### config.mk
export PLATFORM = sky130hd
export DESIGN_NAME = alu_addsub_issue_flat
export DESIGN_NICKNAME = d
export VERILOG_FILES = /design/src/rtl/alu_addsub_issue_pkg.sv /design/src/rtl/alu_addsub_issue_if.sv /design/src/rtl/alu_req_fifo.sv /design/src/rtl/alu_addsub_issue.sv /design/src/flat_wrapper.sv
export SDC_FILE = /design/constraint.sdc
export NUM_CORES = 1
export LEC_CHECK = 0
export CAP_MARGIN = 10
export CORE_ASPECT_RATIO = 0.8
export CORE_UTILIZATION = 46
export CTS_CLUSTER_SIZE = 14
export DETAILED_ROUTE_END_ITERATION = 16
export DONT_BUFFER_PORTS = 1
export PLACE_DENSITY = 0.67
export RECOVER_POWER = 25
export SYNTH_ARGS = -nofsm -noshare
export SYNTH_HDL_FRONTEND = slang
export SYNTH_SLANG_ARGS = --single-unit
### constraint.sdc
create_clock -name clk -period 3.1 [get_ports clk]
set_input_delay 0.62 -clock clk [delete_from_list [all_inputs] [get_ports clk]]
set_output_delay 0.62 -clock clk [all_outputs]
set_load 0.02 [all_outputs]
### src/rtl/alu_addsub_issue_pkg.sv
// Shared opcode constants and types for the add/sub issue stage.
// Optional build macro: ALU_SATURATE_EN (saturating capture of overflowed results).
package alu_addsub_issue_pkg;

    localparam int unsigned OPC_W              = 4;
    localparam int unsigned DATA_WIDTH_DEFAULT = 16;
    localparam int unsigned FIFO_DEPTH_DEFAULT = 4;

    typedef logic [OPC_W-1:0] opcode_t;

    localparam opcode_t FUNC_ADD = 4'h1;
    localparam opcode_t FUNC_SUB = 4'h2;

    // Any code other than FUNC_ADD is evaluated as subtract by the unit.
    function automatic logic is_add(input opcode_t opc);
        return (opc == FUNC_ADD);
    endfunction

endpackage

### src/rtl/alu_addsub_issue_if.sv
// Request, add/sub unit and result bus of the issue stage.
// slave = issue stage view, master = requester/consumer/unit view.
interface alu_addsub_issue_if #(
    parameter int unsigned DATA_WIDTH = 16
) ();
    import alu_addsub_issue_pkg::*;

    logic                  in_valid;
    logic                  in_ready;
    logic [DATA_WIDTH-1:0] in_operand1;
    logic [DATA_WIDTH-1:0] in_operand2;
    opcode_t               in_opcode;

    logic [DATA_WIDTH-1:0] au_operand1;
    logic [DATA_WIDTH-1:0] au_operand2;
    opcode_t               au_opcode;
    logic [DATA_WIDTH-1:0] au_result;
    logic                  au_overflow;

    logic                  out_valid;
    logic                  out_ready;
    logic [DATA_WIDTH-1:0] out_result;
    logic                  out_overflow;

    modport slave (
        input  in_valid, in_operand1, in_operand2, in_opcode,
        output in_ready,
        output au_operand1, au_operand2, au_opcode,
        input  au_result, au_overflow,
        output out_valid, out_result, out_overflow,
        input  out_ready
    );

    modport master (
        output in_valid, in_operand1, in_operand2, in_opcode,
        input  in_ready,
        input  au_operand1, au_operand2, au_opcode,
        output au_result, au_overflow,
        input  out_valid, out_result, out_overflow,
        output out_ready
    );

endinterface

### src/rtl/alu_req_fifo.sv
// Synchronous request FIFO with combinational head and occupancy count.
// DEPTH must be a power of two so the pointers wrap naturally.
module alu_req_fifo #(
    parameter int unsigned WIDTH = 36,
    parameter int unsigned DEPTH = 4
) (
    input  logic                   clk,
    input  logic                   reset_n,
    input  logic                   push_i,
    input  logic                   pop_i,
    input  logic [WIDTH-1:0]       wdata_i,
    output logic [WIDTH-1:0]       head_o,
    output logic [$clog2(DEPTH):0] count_o
);
    localparam int unsigned AW = $clog2(DEPTH);
    localparam int unsigned CW = AW + 1;

    logic [WIDTH-1:0] mem_q [DEPTH];
    logic [AW-1:0]    wr_ptr_q, wr_ptr_d;
    logic [AW-1:0]    rd_ptr_q, rd_ptr_d;
    logic [CW-1:0]    count_q, count_d;
    logic             do_push, do_pop;

    // Full blocks a push even when a pop happens in the same cycle.
    assign do_push = push_i && (count_q != CW'(DEPTH));
    assign do_pop  = pop_i  && (count_q != '0);

    always_comb begin
        wr_ptr_d = wr_ptr_q;
        rd_ptr_d = rd_ptr_q;
        count_d  = count_q + CW'(do_push) - CW'(do_pop);
        if (do_push) wr_ptr_d = wr_ptr_q + AW'(1);
        if (do_pop)  rd_ptr_d = rd_ptr_q + AW'(1);
    end

    always_ff @(posedge clk or negedge reset_n) begin
        if (!reset_n) begin
            wr_ptr_q <= '0;
            rd_ptr_q <= '0;
            count_q  <= '0;
        end else begin
            wr_ptr_q <= wr_ptr_d;
            rd_ptr_q <= rd_ptr_d;
            count_q  <= count_d;
        end
    end

    // Storage is qualified by count, so it needs no reset.
    always_ff @(posedge clk) begin
        if (do_push) mem_q[wr_ptr_q] <= wdata_i;
    end

    assign head_o  = mem_q[rd_ptr_q];
    assign count_o = count_q;

endmodule

### src/rtl/alu_addsub_issue.sv
// Issue/capture stage around the combinational add/sub unit: request FIFO,
// registered result with valid/ready, sticky overflow. Macro: ALU_SATURATE_EN.
module alu_addsub_issue
    import alu_addsub_issue_pkg::*;
#(
    parameter int unsigned DATA_WIDTH = DATA_WIDTH_DEFAULT,
    parameter int unsigned FIFO_DEPTH = FIFO_DEPTH_DEFAULT
) (
    input  logic                        clk,
    input  logic                        reset_n,
    alu_addsub_issue_if.slave           bus,
    output logic                        sticky_ovf,
    input  logic                        sticky_clr,
    output logic [$clog2(FIFO_DEPTH):0] fifo_count
);
    localparam int unsigned CW = $clog2(FIFO_DEPTH) + 1;

    typedef struct packed {
        logic [DATA_WIDTH-1:0] operand1;
        logic [DATA_WIDTH-1:0] operand2;
        opcode_t               opcode;
    } req_t;

    localparam int unsigned REQ_W = $bits(req_t);

    req_t                  push_req;
    req_t                  head_req;
    logic [REQ_W-1:0]      head_bits;
    logic [CW-1:0]         fifo_cnt;
    logic                  fifo_empty;
    logic                  push;
    logic                  capture;
    logic [DATA_WIDTH-1:0] cap_result;

    logic                  out_valid_q, out_valid_d;
    logic [DATA_WIDTH-1:0] out_result_q, out_result_d;
    logic                  out_ovf_q, out_ovf_d;
    logic                  sticky_q, sticky_d;

    always_comb begin
        push_req          = '0;
        push_req.operand1 = bus.in_operand1;
        push_req.operand2 = bus.in_operand2;
        push_req.opcode   = bus.in_opcode;
    end

    assign fifo_empty  = (fifo_cnt == '0);
    assign bus.in_ready = (fifo_cnt != CW'(FIFO_DEPTH));
    assign push        = bus.in_valid && bus.in_ready;
    assign capture     = !fifo_empty && (!out_valid_q || bus.out_ready);

    alu_req_fifo #(
        .WIDTH (REQ_W),
        .DEPTH (FIFO_DEPTH)
    ) u_req_fifo (
        .clk     (clk),
        .reset_n (reset_n),
        .push_i  (push),
        .pop_i   (capture),
        .wdata_i (push_req),
        .head_o  (head_bits),
        .count_o (fifo_cnt)
    );

    assign head_req = req_t'(head_bits);

    // Idle unit inputs are forced to a known ADD of zeros.
    assign bus.au_operand1 = fifo_empty ? '0       : head_req.operand1;
    assign bus.au_operand2 = fifo_empty ? '0       : head_req.operand2;
    assign bus.au_opcode   = fifo_empty ? FUNC_ADD : head_req.opcode;

    always_comb begin
`ifdef ALU_SATURATE_EN
        // Overflowed result clamps toward the sign of operand1 (the true result sign).
        if (bus.au_overflow) begin
            cap_result = head_req.operand1[DATA_WIDTH-1] ? {1'b1, {(DATA_WIDTH-1){1'b0}}}
                                                         : {1'b0, {(DATA_WIDTH-1){1'b1}}};
        end else begin
            cap_result = bus.au_result;
        end
`else
        cap_result = bus.au_result;
`endif
    end

    always_comb begin
        out_valid_d  = out_valid_q;
        out_result_d = out_result_q;
        out_ovf_d    = out_ovf_q;
        if (capture) begin
            out_valid_d  = 1'b1;
            out_result_d = cap_result;
            out_ovf_d    = bus.au_overflow;
        end else if (out_valid_q && bus.out_ready) begin
            out_valid_d  = 1'b0;
        end
    end

    // A captured overflow wins over a clear in the same cycle.
    assign sticky_d = (sticky_q && !sticky_clr) || (capture && bus.au_overflow);

    always_ff @(posedge clk or negedge reset_n) begin
        if (!reset_n) begin
            out_valid_q  <= 1'b0;
            out_result_q <= '0;
            out_ovf_q    <= 1'b0;
            sticky_q     <= 1'b0;
        end else begin
            out_valid_q  <= out_valid_d;
            out_result_q <= out_result_d;
            out_ovf_q    <= out_ovf_d;
            sticky_q     <= sticky_d;
        end
    end

    assign bus.out_valid    = out_valid_q;
    assign bus.out_result   = out_result_q;
    assign bus.out_overflow = out_ovf_q;
    assign sticky_ovf       = sticky_q;
    assign fifo_count       = fifo_cnt;

endmodule

### src/flat_wrapper.sv
// flat-port wrapper written by rule: the top's interface ports become plain ports
module alu_addsub_issue_flat import alu_addsub_issue_pkg::*;
#(
    parameter int unsigned DATA_WIDTH = DATA_WIDTH_DEFAULT,
    parameter int unsigned FIFO_DEPTH = FIFO_DEPTH_DEFAULT
)
  (clk, reset_n, sticky_ovf, sticky_clr, fifo_count, bus_in_valid, bus_in_operand1, bus_in_operand2, bus_in_opcode, bus_in_ready, bus_au_operand1, bus_au_operand2, bus_au_opcode, bus_au_result, bus_au_overflow, bus_out_valid, bus_out_result, bus_out_overflow, bus_out_ready);
  alu_addsub_issue_if #(.DATA_WIDTH(DATA_WIDTH)) bus_i ();
  input  logic clk;
  input  logic reset_n;
  output logic sticky_ovf;
  input  logic sticky_clr;
  output logic [$clog2(FIFO_DEPTH):0] fifo_count;
  input wire logic [$bits(bus_i.in_valid)-1:0] bus_in_valid;
  input wire logic [$bits(bus_i.in_operand1)-1:0] bus_in_operand1;
  input wire logic [$bits(bus_i.in_operand2)-1:0] bus_in_operand2;
  input wire logic [$bits(bus_i.in_opcode)-1:0] bus_in_opcode;
  output wire logic [$bits(bus_i.in_ready)-1:0] bus_in_ready;
  output wire logic [$bits(bus_i.au_operand1)-1:0] bus_au_operand1;
  output wire logic [$bits(bus_i.au_operand2)-1:0] bus_au_operand2;
  output wire logic [$bits(bus_i.au_opcode)-1:0] bus_au_opcode;
  input wire logic [$bits(bus_i.au_result)-1:0] bus_au_result;
  input wire logic [$bits(bus_i.au_overflow)-1:0] bus_au_overflow;
  output wire logic [$bits(bus_i.out_valid)-1:0] bus_out_valid;
  output wire logic [$bits(bus_i.out_result)-1:0] bus_out_result;
  output wire logic [$bits(bus_i.out_overflow)-1:0] bus_out_overflow;
  input wire logic [$bits(bus_i.out_ready)-1:0] bus_out_ready;
  assign bus_i.in_valid = bus_in_valid;
  assign bus_i.in_operand1 = bus_in_operand1;
  assign bus_i.in_operand2 = bus_in_operand2;
  assign bus_i.in_opcode = bus_in_opcode;
  assign bus_in_ready = bus_i.in_ready;
  assign bus_au_operand1 = bus_i.au_operand1;
  assign bus_au_operand2 = bus_i.au_operand2;
  assign bus_au_opcode = bus_i.au_opcode;
  assign bus_i.au_result = bus_au_result;
  assign bus_i.au_overflow = bus_au_overflow;
  assign bus_out_valid = bus_i.out_valid;
  assign bus_out_result = bus_i.out_result;
  assign bus_out_overflow = bus_i.out_overflow;
  assign bus_i.out_ready = bus_out_ready;
  alu_addsub_issue #(.DATA_WIDTH(DATA_WIDTH), .FIFO_DEPTH(FIFO_DEPTH)) u_core (.clk(clk), .reset_n(reset_n), .bus(bus_i), .sticky_ovf(sticky_ovf), .sticky_clr(sticky_clr), .fifo_count(fifo_count));
endmodule
# After elaboration in Yosys (flattened, before gate mapping)
# Memories as Yosys holds them, arrays and structs flattened.
# Cells that the tools add are included.
# W data, S select, Z words.
[word_totals] mem_count=1 ff_bits=26 mem_bits_rw=144 in_bits=58
[classes] eq_ne=1 mux=7 reduce_logical=15 n_addsub=4
[mem_list] memory="u_core.u_req_fifo.mem_q" words=4 word_bits=36 rd=1 rd_clocked_by_memory_dff=0 wr=1 line_no="alu_req_fifo.sv:18" rtl="logic [WIDTH-1:0] mem_q [DEPTH];"
[op_table] op="$mux W16" n=2
[op_table] op="$logic_and A1 B1 Y1" n=7
[op_table] op="$add A2 B1 Y2 const B" n=2
[op_table] op="$mux W1" n=4
[op_table] op="$mux W4" n=1
[op_table] op="$add A3 B1 Y3" n=1
[op_table] op="$logic_not A1 Y1" n=3
[op_table] op="$logic_not A3 Y1" n=1
[op_table] op="$ne A3 B3 Y1 const B" n=1
[op_table] op="$reduce_bool A3 Y1" n=1
[op_table] op="$sub A3 B1 Y3" n=1
[op_table] op="$logic_or A1 B1 Y1" n=2
[op_table] op="$reduce_bool A2 Y1" n=1

# Depth between registers and ports, before layout
# Gate-level depths: netlist of run 1.
[depth] word_depth=5 mapped_depth=10 mapped_depth_nobuf=10

# By module
# From an unflattened synthesis of run 1, not the netlist that was laid out.
[unflattened] cells_unflattened=313 area_unflattened_um2=6683.9
[modules_own_cells] mod="alu_req_fifo" area_each_um2=5664.2 n_inst=1 cells_each=227 seq_area_each_um2=4499.3
[modules_own_cells] mod="alu_addsub_issue" area_each_um2=1019.7 n_inst=1 cells_each=86 seq_area_each_um2=475.5

# Worst setup path before layout of run 1
# OpenSTA, ideal clock, no wires.
[synth_timing] kind="register to register" start="reg u_core.u_req_fifo.count_q[1], in the netlist u_core.u_req_fifo.count_o[1]" end="reg u_core.u_req_fifo.count_q[2], in the netlist u_core.u_req_fifo.count_o[2]" path_stages_with_launch=11 setup_ns=0.134 arrival_ns=2.274 path_slack_ns=0.692 required_time_ns=2.966 cell_sequence="dfrtp_1 -> or3b_4 -> and2_4 -> inv_1 -> ha_1 -> inv_1 -> ha_1 -> inv_1 -> fa_1 -> xnor2_1 -> xnor2_1"
[synth_between] elab_chain_cells=5 elab_cells_between_ends=10 cone_classes="2 x add/sub; 1 x eq/ne; 7 x reduce/logical"
[synth_lines] item="start, declared" line_no="alu_req_fifo.sv:21" rtl="logic [CW-1:0] count_q, count_d;"
[synth_lines] item="start signal, assigned" line_no="alu_req_fifo.sv:44" rtl="count_q <= count_d;"
[synth_lines] item="$ne A3 B3 Y1 (*)" line_no="alu_addsub_issue.sv:48" rtl="assign bus.in_ready = (fifo_cnt != CW'(FIFO_DEPTH));"
[synth_lines] item="via bus_in_ready" line_no="flat_wrapper.sv:18" rtl="output wire logic [$bits(bus_i.in_ready)-1:0] bus_in_ready;"
[synth_lines] item="$logic_and A1 B1 Y1" line_no="alu_addsub_issue.sv:49" rtl="assign push = bus.in_valid && bus.in_ready;"
[synth_lines] item="$logic_and A1 B1 Y1 (*)" line_no="alu_req_fifo.sv:25" rtl="assign do_push = push_i && (count_q != CW'(DEPTH));"
[synth_lines] item="$add A3 B1 Y3 (*)" line_no="alu_req_fifo.sv:31" rtl="count_d = count_q + CW'(do_push) - CW'(do_pop);"
[synth_lines] item="$sub A3 B1 Y3 (*)" line_no="alu_req_fifo.sv:31"
[synth_lines] item="via u_core.u_req_fifo.count_d[2]" line_no="alu_req_fifo.sv:21"
# The timed path passes the listed nets; every way through them passes the cells marked *.
# A chain may end at the register's enable or synchronous reset.

# Worst setup path after layout of run 1
[layout_timing] start="reg u_core.u_req_fifo.rd_ptr_q[1]" end="out bus_au_operand2[2]"
[layout_between] elab_chain_cells=2
[layout_lines] item="start, declared" line_no="alu_req_fifo.sv:20" rtl="logic [AW-1:0] rd_ptr_q, rd_ptr_d;"
[layout_lines] item="start signal, assigned" line_no="alu_req_fifo.sv:43" rtl="rd_ptr_q <= rd_ptr_d;"
[layout_lines] item="$mem_v2 Z4 W36"
[layout_lines] item="$mux W16" line_no="alu_addsub_issue.sv:69" rtl="assign bus.au_operand2 = fifo_empty ? '0 : head_req.operand2;"
[layout_lines] item="end, declared" line_no="flat_wrapper.sv:20" rtl="output wire logic [$bits(bus_i.au_operand2)-1:0] bus_au_operand2;"
# Every way passes these cells.

==> qor.yml, run 1 <==
outcome:
  status: "finished, final reports clean"
synthesis:
  syn-mean-instance-area_um2: 21.52
  netlist_area_mm2: 0.006564
  synth_top_area_frac: 0.6588
  synth-compound-area-share: 0.001334
  syn_inst: 305
  synth-simple-area-share: 0.04727
  syn_nets: 370
  synth_fa_ha_area_frac: 0.01449
  synth_cell_type_count: 25
  synth_area_leaders: "edfxtp_1 (66%), mux4_2 (12%), dfrtp_1 (9.9%), nor2b_1 (3.4%), mux2_2 (2.9%)"
  synth_top_family_by_area: "multiplexers"
  yosysSeqAreaShare: 0.7579
  muxShareOfSynthArea: 0.1550
  ys_warn_count: 0
  yosysTopAreaCell: "edfxtp_1"
  synthXorXnorAreaFrac: 0.006672
  synth.ff_latch_count: 170
detailed_routing:
  drtAntennaViolNets: 0
  num_vias: 2819
  wirelength_mm: 11.32
  firstDrtPassIters: 4
  post_drt_wl_per_cell_um: 22.15
  drcViolationCount: 0
  drt_iter0_drc: 159
  vias_per_cell: 5.517
global_routing:
  grt_first_pass_wirelength_mm: 17.24
  grt_max_degree: 39
  busiest_layer: "met2"
  grtUsageMet2: 0.2558
  grt_pass1_vias: 3070
  antenna_found_initial: 0
  grtUsageMet1: 0.2015
  grt_usage: 0.1677
  grt_use_met3: 0.08229
  grt_remaining_overflow: 0
setup_path:
  critPathRequiredTime_ps: 2480
  crit_fanout: 24
  worstReg2RegStart: "u_core.u_req_fifo.count_o[1]"
  critPathCaptureType: "output port"
  rrSetupSlack_ps: 550
  criticalPathCategory: "register to output port"
  cp.arrival_ps: 2160
  cp-start-kind: "register"
  rr_endpoint: "u_core.u_req_fifo.count_o[2]"
  reg2reg_depth: 10
power:
  leakage_nw: 2.517
  ir_worst_vdd_v: 0.0006205
  powerDensity_mw_per_mm2: 1077
layout:
  synthToLayoutAreaGrowth_pct: 12.92
  drive_gt1_frac: 0.3112
  diodes: 0
  fin_nets: 383
cts:
  htree_levels: 4
  clockBufferDepth: 2
  postCtsSetupBuffers: 0
  cts_num_sinks: 170
  cts_buffers: 17
  tritoncts: "built"
  clkTransAtPathRegs_ps: 70
  cts_root_buf: "clkbuf_16"
  insertion_delay_ps: 430
sta:
  min_period_over_period: 0.8952
  fmax_mhz: 360.4
  worst-slew-pin-transition_ps: 1057
  hold_viol: 0
  fin_setup_tns_ps: 0
  setup_viol: 0
  slew-limit-headroom: 0.2953
  maxSlewViolCount: 0
  layout_setup_ws_ps: 325.0
  rsz0062_at_grt: "no"
  skew_ps: 13.25
  period_minus_slack_ps: 2775
placed_design:
  numPortBuffers: 0
  place_worst_setup_slack_ps: 560.8
  place.gp.congestion: 0.6607
  dpl.hpwl_mm: 6.495
hold_path:
  hold_end: "u_core.u_req_fifo.mem_q[2][0]"
  hold_path_depth: 0
  hp-start: "bus_in_opcode[0]"
  hold_path.class: "input pin to register"
floorplan:
  coreArea_mm2: 0.01374
  design.die.area_mm2: 0.01475
  die_x_um: 135.6
  initial_utilization: 0.4777
  num_rows: 38
  io-pin-count: 117
  die_y_um: 108.8
run:
  maxCapViolCount: 0
[through the flow]
step	power (mW)	hold slack, ps	instances	utilization	instance area, um^2
2_1_floorplan	5.388	324.4	305	-	6564
3_3_place_gp	5.818	324.9	477	0.4918	6758
3_5_place_dp	5.872	324.8	477	0.4918	6758
4_1_cts	8.100	265.0	511	0.5394	7412
5_1_grt	8.369	257.1	511	0.5394	7412
6_report	7.982	278.6	511	0.5394	7412
[flip-flops by register name, summed over array words and instances (netlist names)]
register / count
u_core.u_req_fifo.count_o: 3
u_core.sticky_ovf: 1
u_core.u_req_fifo.rd_ptr_q: 2
u_core.u_req_fifo.wr_ptr_q: 2
u_core.u_req_fifo.mem_q: 144
u_core.bus.out_result: 16
u_core.bus.out_overflow: 1
u_core.bus.out_valid: 1
[area by class of cell]
type,instances,area [um^2]
clock buffer,17,425.4
multi-input combinational,114,1484
timing repair buffer,8,75.07
inverter,7,26.28
sequential,170,4977
clock inverter,15,198.9
tap,180,225.2
fill,1040,6329
[cell usage after synthesis, drive strengths merged]
cell type and n:
edfxtp 144, or3b 1, or2 1, dfrtp 26, a22o 1, xnor2 3
buf 12, xor2 2, mux2 18, ha 6, nand2 1, mux4 36
and3 4, nor3 1, and3b 1, nand2b 1, and2 1, clkbuf 2
nor2b 36, inv 7, fa 1
[logic make-up after synthesis]
| family | after synthesis |
|---|---|
| mux | 54 |
| fa+ha+maj | 7 |
| xor+xnor | 5 |
| compound gates | 1 |
| flops | 170 |
| buf+inv | 21 |
| simple gates | 47 |
[routing by layer]
layer / vias up / wire (um) / share of wire
met2: 79 / 5602 / 0.49
li1: 1232 / - / -
met1: 1489 / 4601 / 0.41
met3: 19 / 921 / 0.081
met5: - / 0 / 0
met4: 0 / 192 / 0.017
[cells in the final DEF (no fill, tap or decap), types with 3 or more instances in the layout]
cell type and count:
edfxtp_1 144, mux4_2 36, nor2b_1 35, dfrtp_1 24, mux2_2 17, clkbuf_16 17, inv_1 7, ha_1 6
buf_4 6, and3_2 4, bufinv_16 4, clkinv_2 4, xnor2_1 3, clkinv_4 3
[how the worst max path moves through the flow]
stage                     slack [ps]  cells after the start                            to                          start
after floorplan                  690                     10  u_core.u_req_fifo.count_o[2]   u_core.u_req_fifo.count_o[1]
after global placement           600                     10  u_core.u_req_fifo.count_o[2]   u_core.u_req_fifo.count_o[1]
after detailed placement         560                     10  u_core.u_req_fifo.count_o[2]   u_core.u_req_fifo.count_o[1]
after CTS                        270                      3            bus_au_operand2[2]  u_core.u_req_fifo.rd_ptr_q[1]
after global routing             230                      3              bus_au_opcode[2]  u_core.u_req_fifo.rd_ptr_q[1]
final                            320                      3            bus_au_operand2[2]  u_core.u_req_fifo.rd_ptr_q[1]
[critical path, cell delays in order (launching register included)]
cell and delay [ps]:
dfrtp_2 790, buf_4 310, mux4_2 200, nor2b_1 400
[what timing repair did]
action,4_1_cts,5_1_grt
endpoints found under the hold margin,26,0
resized for setup,0,0
endpoints found under the setup margin,0,0
hold buffers,2,0
[report_power, final]
group	total [mW]	internal (mW)	switching, mW
sequential	3.48	3.06	0.413
combinational	2.29	0.911	1.38
clock	2.21	1.35	0.865
Power figures use the tool's default switching activity.
==> run 2, diff against run 1 <==
Settings changed: CORE_UTILIZATION 46 to 65, CTS_CLUSTER_DIAMETER set to 150, PLACE_DENSITY 0.67 to 0.87.
Clock period 3.1 ns to 3.6 ns, I/O delays scaled along.
==> qor.yml, run 2 (synthesized netlist as in run 1, its figures left out) <==
outcome:
  status: "finished, final reports clean"
cts:
  cts_root_buf: "clkbuf_16"
  cts_buffers: 17
  clockBufferDepth: 2
  hold_buffers: 1
  clkTransAtPathRegs_ps: 60
  tritoncts: "built"
  postCtsSetupBuffers: 0
  cts_num_sinks: 170
  insertion_delay_ps: 410
  ctsResizeCount: 0
  htree_levels: 4
global_routing:
  grt_first_pass_wirelength_mm: 16.66
  grt_remaining_overflow: 0
  antenna_found_initial: 0
  grt_pass1_vias: 3121
  grt_max_degree: 39
  grt_usage: 0.2275
floorplan:
  initial_utilization: 0.6746
  num_rows: 32
  io-pin-count: 117
  design.die.area_mm2: 0.01051
  coreArea_mm2: 0.009729
  die_x_um: 114.4
  die_y_um: 91.88
setup_path:
  critPathRequiredTime_ps: 2880
  cp_slowest_stage_delay_ps: 830
  cp-start-kind: "register"
  crit_fanout: 20
  cp.arrival_ps: 2290
  criticalPathCategory: "register to output port"
  worstPathCellList: "buf_12 -> mux4_2 -> nor2b_1"
  critPathCaptureType: "output port"
  crit_path_top_delay_cell: "dfrtp_2"
layout:
  finalInstanceArea_mm2: 0.007293
  largest_reg_flops: 144
  diodes: 0
  drive_gt1_frac: 0.2948
  synthToLayoutAreaGrowth_pct: 11.11
  layout_common_cells: "edfxtp_1 (144), mux4_2 (36), nor2b_1 (36)"
  fill_cells: 531
  regMostFlops: "u_core.u_req_fifo.mem_q"
  fin_nets: 381
  mostFrequentLayoutCell: "edfxtp_1"
sta:
  rsz0062_at_grt: "no"
  maxSlewViolCount: 0
  worst-slew-pin-transition_ps: 1369
  fmax_mhz: 332.6
  fin_setup_tns_ps: 0
  slew-limit-headroom: 0.08735
  min_period_over_period: 0.8352
  hold_viol: 0
  setup_viol: 0
  period_minus_slack_ps: 3007
  skew_ps: 10.67
power:
  leakage_nw: 2.473
  ir_worst_vdd_v: 0.0005600
  powerDensity_mw_per_mm2: 924.3
placed_design:
  dpl.hpwl_mm: 6.294
  place.gp.congestion: 0.6915
  numPortBuffers: 0
  placed_area_mm2: 0.006705
hold_path:
  hold_path.class: "input pin to register"
detailed_routing:
  vias_per_cell: 6.024
  drt_iter0_drc: 170
  wirelength_mm: 10.69
  drtAntennaViolNets: 0
  num_vias: 2801
  post_drt_wl_per_cell_um: 22.99
  firstDrtPassIters: 4
  drcViolationCount: 0
run:
  maxCapViolCount: 0
==> run 2: cell count changes in the layout (fill, tap and decap cells not counted), sizes merged, moves of 2 or more <==
cell / delta
buf: -2
clkbuf: +2
clkinvlp: +3
inv: -2
==> run 2: critical path, delay by kind of cell, from the launching register on <==
kind          cells  cell delay (ps)
buf+inv           1              280
flops             1              830
mux               1              540
simple gates      1              220
==> run 2: layout make-up <==
cell class	count	area, um^2	share of cell area
clock buffers	18	429.2	0.05884
clock inverters	14	155.1	0.02127
inverters	7	26.28	0.003603
multi-input cells	114	1481	0.2031
flip-flops and latches	170	4977	0.6824
well taps	136	170.2	0.02333
repair buffers	6	53.80	0.007377
==> run 2: per-layer routing <==
metal | share of wire | global-route usage | vias to the layer above | routed length, um
li1 | - | - | 1220 | -
met1 | 0.40 | 0.2777 | 1464 | 4321
met2 | 0.50 | 0.3571 | 109 | 5331
met3 | 0.087 | 0.1143 | 8 | 934
met4 | 0.0096 | 0.07359 | 0 | 103
met5 | 0 | 0 | - | 0
==> run 2: power breakdown <==
part	total (mW)	switching (mW)	internal (mW)
Sequential	3.05	0.412	2.64
Combinational	1.91	1.12	0.789
Clock	1.78	0.703	1.08
==> run 2: final timing paths <==
path                                                from                             end  slack [ps]  cells after the start
setup / recovery           u_core.u_req_fifo.rd_ptr_q[0]             bus_au_operand1[15]         590                      3
hold / removal                       bus_in_operand1[11]  u_core.u_req_fifo.mem_q[2][31]         400                      0
setup reg to reg            u_core.u_req_fifo.count_o[1]    u_core.u_req_fifo.count_o[2]        1050                     10
hold reg to reg            u_core.u_req_fifo.wr_ptr_q[1]   u_core.u_req_fifo.wr_ptr_q[1]         630                      1
max in group asynchronous                        reset_n   u_core.u_req_fifo.rd_ptr_q[0]        2090                      1
min in group asynchronous                        reset_n            u_core.bus.out_valid         610                      1
==> run 2: metrics by stage <==
stage | power (mW) | cells | hold WS, ps | util | worst slack [ps]
after global routing | 7.056 | 465 | 367.1 | 0.7496 | 439.4
after global placement | 4.949 | 432 | 424.9 | 0.6892 | 992.1
final | 6.742 | 465 | 397.2 | 0.7496 | 593.5
after detailed placement | 5.018 | 432 | 424.8 | 0.6892 | 988.3
after CTS | 6.811 | 465 | 102.2 | 0.7513 | 519.8
after floorplan | 4.640 | 305 | 424.4 | - | 1160
==> run 3, diff against run 2 <==
Settings changed: CORE_UTILIZATION 65 to 62, PLACE_DENSITY 0.87 to 0.84.
Clock period 3.6 ns to 3 ns, I/O delays scaled along.
==> qor.yml, run 3 (synthesized netlist as in run 1, its figures left out) <==
placed_design:
  place.gp.congestion: 0.6943
  numPortBuffers: 0
  dpl.hpwl_mm: 6.281
detailed_routing:
  num_vias: 2798
  firstDrtPassIters: 4
  wirelength_mm: 10.54
  drcViolationCount: 0
  drt_iter0_drc: 137
  drtAntennaViolNets: 0
  post_drt_wl_per_cell_um: 22.42
  vias_per_cell: 5.953
layout:
  diodes: 0
  synthToLayoutAreaGrowth_pct: 11.32
  largest_reg_flops: 144
  fin_nets: 382
  drive_gt1_frac: 0.3061
  layout_common_cells: "edfxtp_1 (144), mux4_2 (36), nor2b_1 (36)"
  mostFrequentLayoutCell: "edfxtp_1"
  regMostFlops: "u_core.u_req_fifo.mem_q"
global_routing:
  grt_max_degree: 39
  grtUsageMet1: 0.2539
  busiest_layer: "met2"
  grt_use_met3: 0.08774
  grt_usage: 0.2107
  antenna_found_initial: 0
  grt_first_pass_wirelength_mm: 15.65
  grt_remaining_overflow: 0
  grt_pass1_vias: 2904
  grtUsageMet2: 0.3323
power:
  sw_frac_of_total: 0.3396
  finalPower_mw: 7.973
  p_int_mw: 5.266
  leakage_nw: 2.497
  p_sw_mw: 2.707
  powerDensity_mw_per_mm2: 1091
  clock_power_share: 0.253
  ir_worst_vdd_v: 0.0006552
  seqPwrFrac: 0.454
  p_comb_frac: 0.294
sta:
  fmax_mhz: 364.9
  fin_setup_tns_ps: 0
  setup_viol: 0
  slew-limit-headroom: 0.3306
  skew_ps: 8.097
  maxSlewViolCount: 0
  min_period_over_period: 0.9135
  period_minus_slack_ps: 2741
  worst-slew-pin-transition_ps: 1004
  rsz0062_at_grt: "no"
  hold_viol: 0
cts:
  tritoncts: "built"
  postCtsSetupBuffers: 0
  cts_num_sinks: 170
  clkTransAtPathRegs_ps: 60
  cts_buffers: 17
  insertion_delay_ps: 420
  cts_root_buf: "clkbuf_16"
  ctsResizeCount: 0
  htree_levels: 4
  clockBufferDepth: 2
setup_path:
  cp-start-kind: "register"
  worstReg2RegStart: "u_core.u_req_fifo.count_o[1]"
  critPathRequiredTime_ps: 2400
  rrSetupSlack_ps: 440
  reg2reg_depth: 10
  rr_endpoint: "u_core.u_req_fifo.count_o[2]"
  criticalPathCategory: "register to output port"
  cp.arrival_ps: 2140
  crit_fanout: 13
  cp_slowest_stage_delay_ps: 650
  crit_path_top_delay_cell: "dfrtp_2"
  critPathCaptureType: "output port"
  worstPathCellList: "buf_4 -> mux4_2 -> nor2b_1"
floorplan:
  num_rows: 33
  design.die.area_mm2: 0.01100
  die_x_um: 117.0
  coreArea_mm2: 0.01028
  io-pin-count: 117
  die_y_um: 94.03
  initial_utilization: 0.6384
outcome:
  status: "finished, final reports clean"
hold_path:
  hold_path.class: "input pin to register"
  hold_end: "u_core.u_req_fifo.mem_q[0][27]"
  hp-start: "bus_in_operand1[7]"
  hold_path_depth: 0
run:
  maxCapViolCount: 0
## run 3: worst max path at each step
stage / start / end / cells after the start
final: u_core.u_req_fifo.rd_ptr_q[0] / bus_au_operand2[7] / 3
after floorplan: u_core.u_req_fifo.count_o[1] / u_core.u_req_fifo.count_o[2] / 10
after detailed placement: u_core.u_req_fifo.count_o[1] / u_core.u_req_fifo.count_o[2] / 10
after CTS: u_core.u_req_fifo.rd_ptr_q[0] / bus_au_operand2[7] / 3
after global placement: u_core.u_req_fifo.count_o[1] / u_core.u_req_fifo.count_o[2] / 10
after global routing: u_core.u_req_fifo.rd_ptr_q[0] / bus_au_operand2[7] / 3
## run 3: layout make-up
type                       count  area, um^2
sequential                   170        4977
tap                          140       175.2
clock buffer                  19       464.2
fill                         588        2974
inverter                       7       26.28
multi-input combinational    114        1481
clock inverter                13       90.09
timing repair buffer           7       92.59
## run 3: power by group through the flow
stage / logic [mW] / registers [mW] / clock network (mW)
2_1_floorplan: 2.08 / 3.49 / 0
3_5_place_dp: 2.37 / 3.68 / 0
3_3_place_gp: 2.33 / 3.64 / 0
4_1_cts: 2.39 / 3.63 / 2.05
5_1_grt: 2.53 / 3.68 / 2.14
6_report: 2.34 / 3.62 / 2.02
## run 3: critical path: cells and delay by family, from the launching register on
kind	cells	cell delay [ps]
buffers and inverters	1	320
DFF	1	650
muxes	1	530
and+or+nand+nor	1	210
## run 3: stage by stage
step           hold WS (ps)  setup slack (ps)  utilization  std cells  cell area (um^2)
2_1_floorplan         304.4             592.3            -        305              6564
3_3_place_gp          304.9             508.7       0.6539        436              6723
3_5_place_dp          304.8             439.0       0.6539        436              6723
4_1_cts               251.9             194.8       0.7107        470              7307
5_1_grt               248.5             121.1       0.7107        470              7307
6_report              268.8             259.5       0.7107        470              7307
## run 3: per-layer routing
layer  vias up  wire length, um
li1       1223                -
met1      1456             3997
met2       106             5472
met3        13              910
met4         0              158
met5         -                0
## run 3: repair_timing
| action | in CTS | in global routing |
|---|---|---|
| hold endpoints to repair | 26 | 0 |
| setup endpoints to repair | 0 | 0 |
| hold buffers | 2 | 0 |
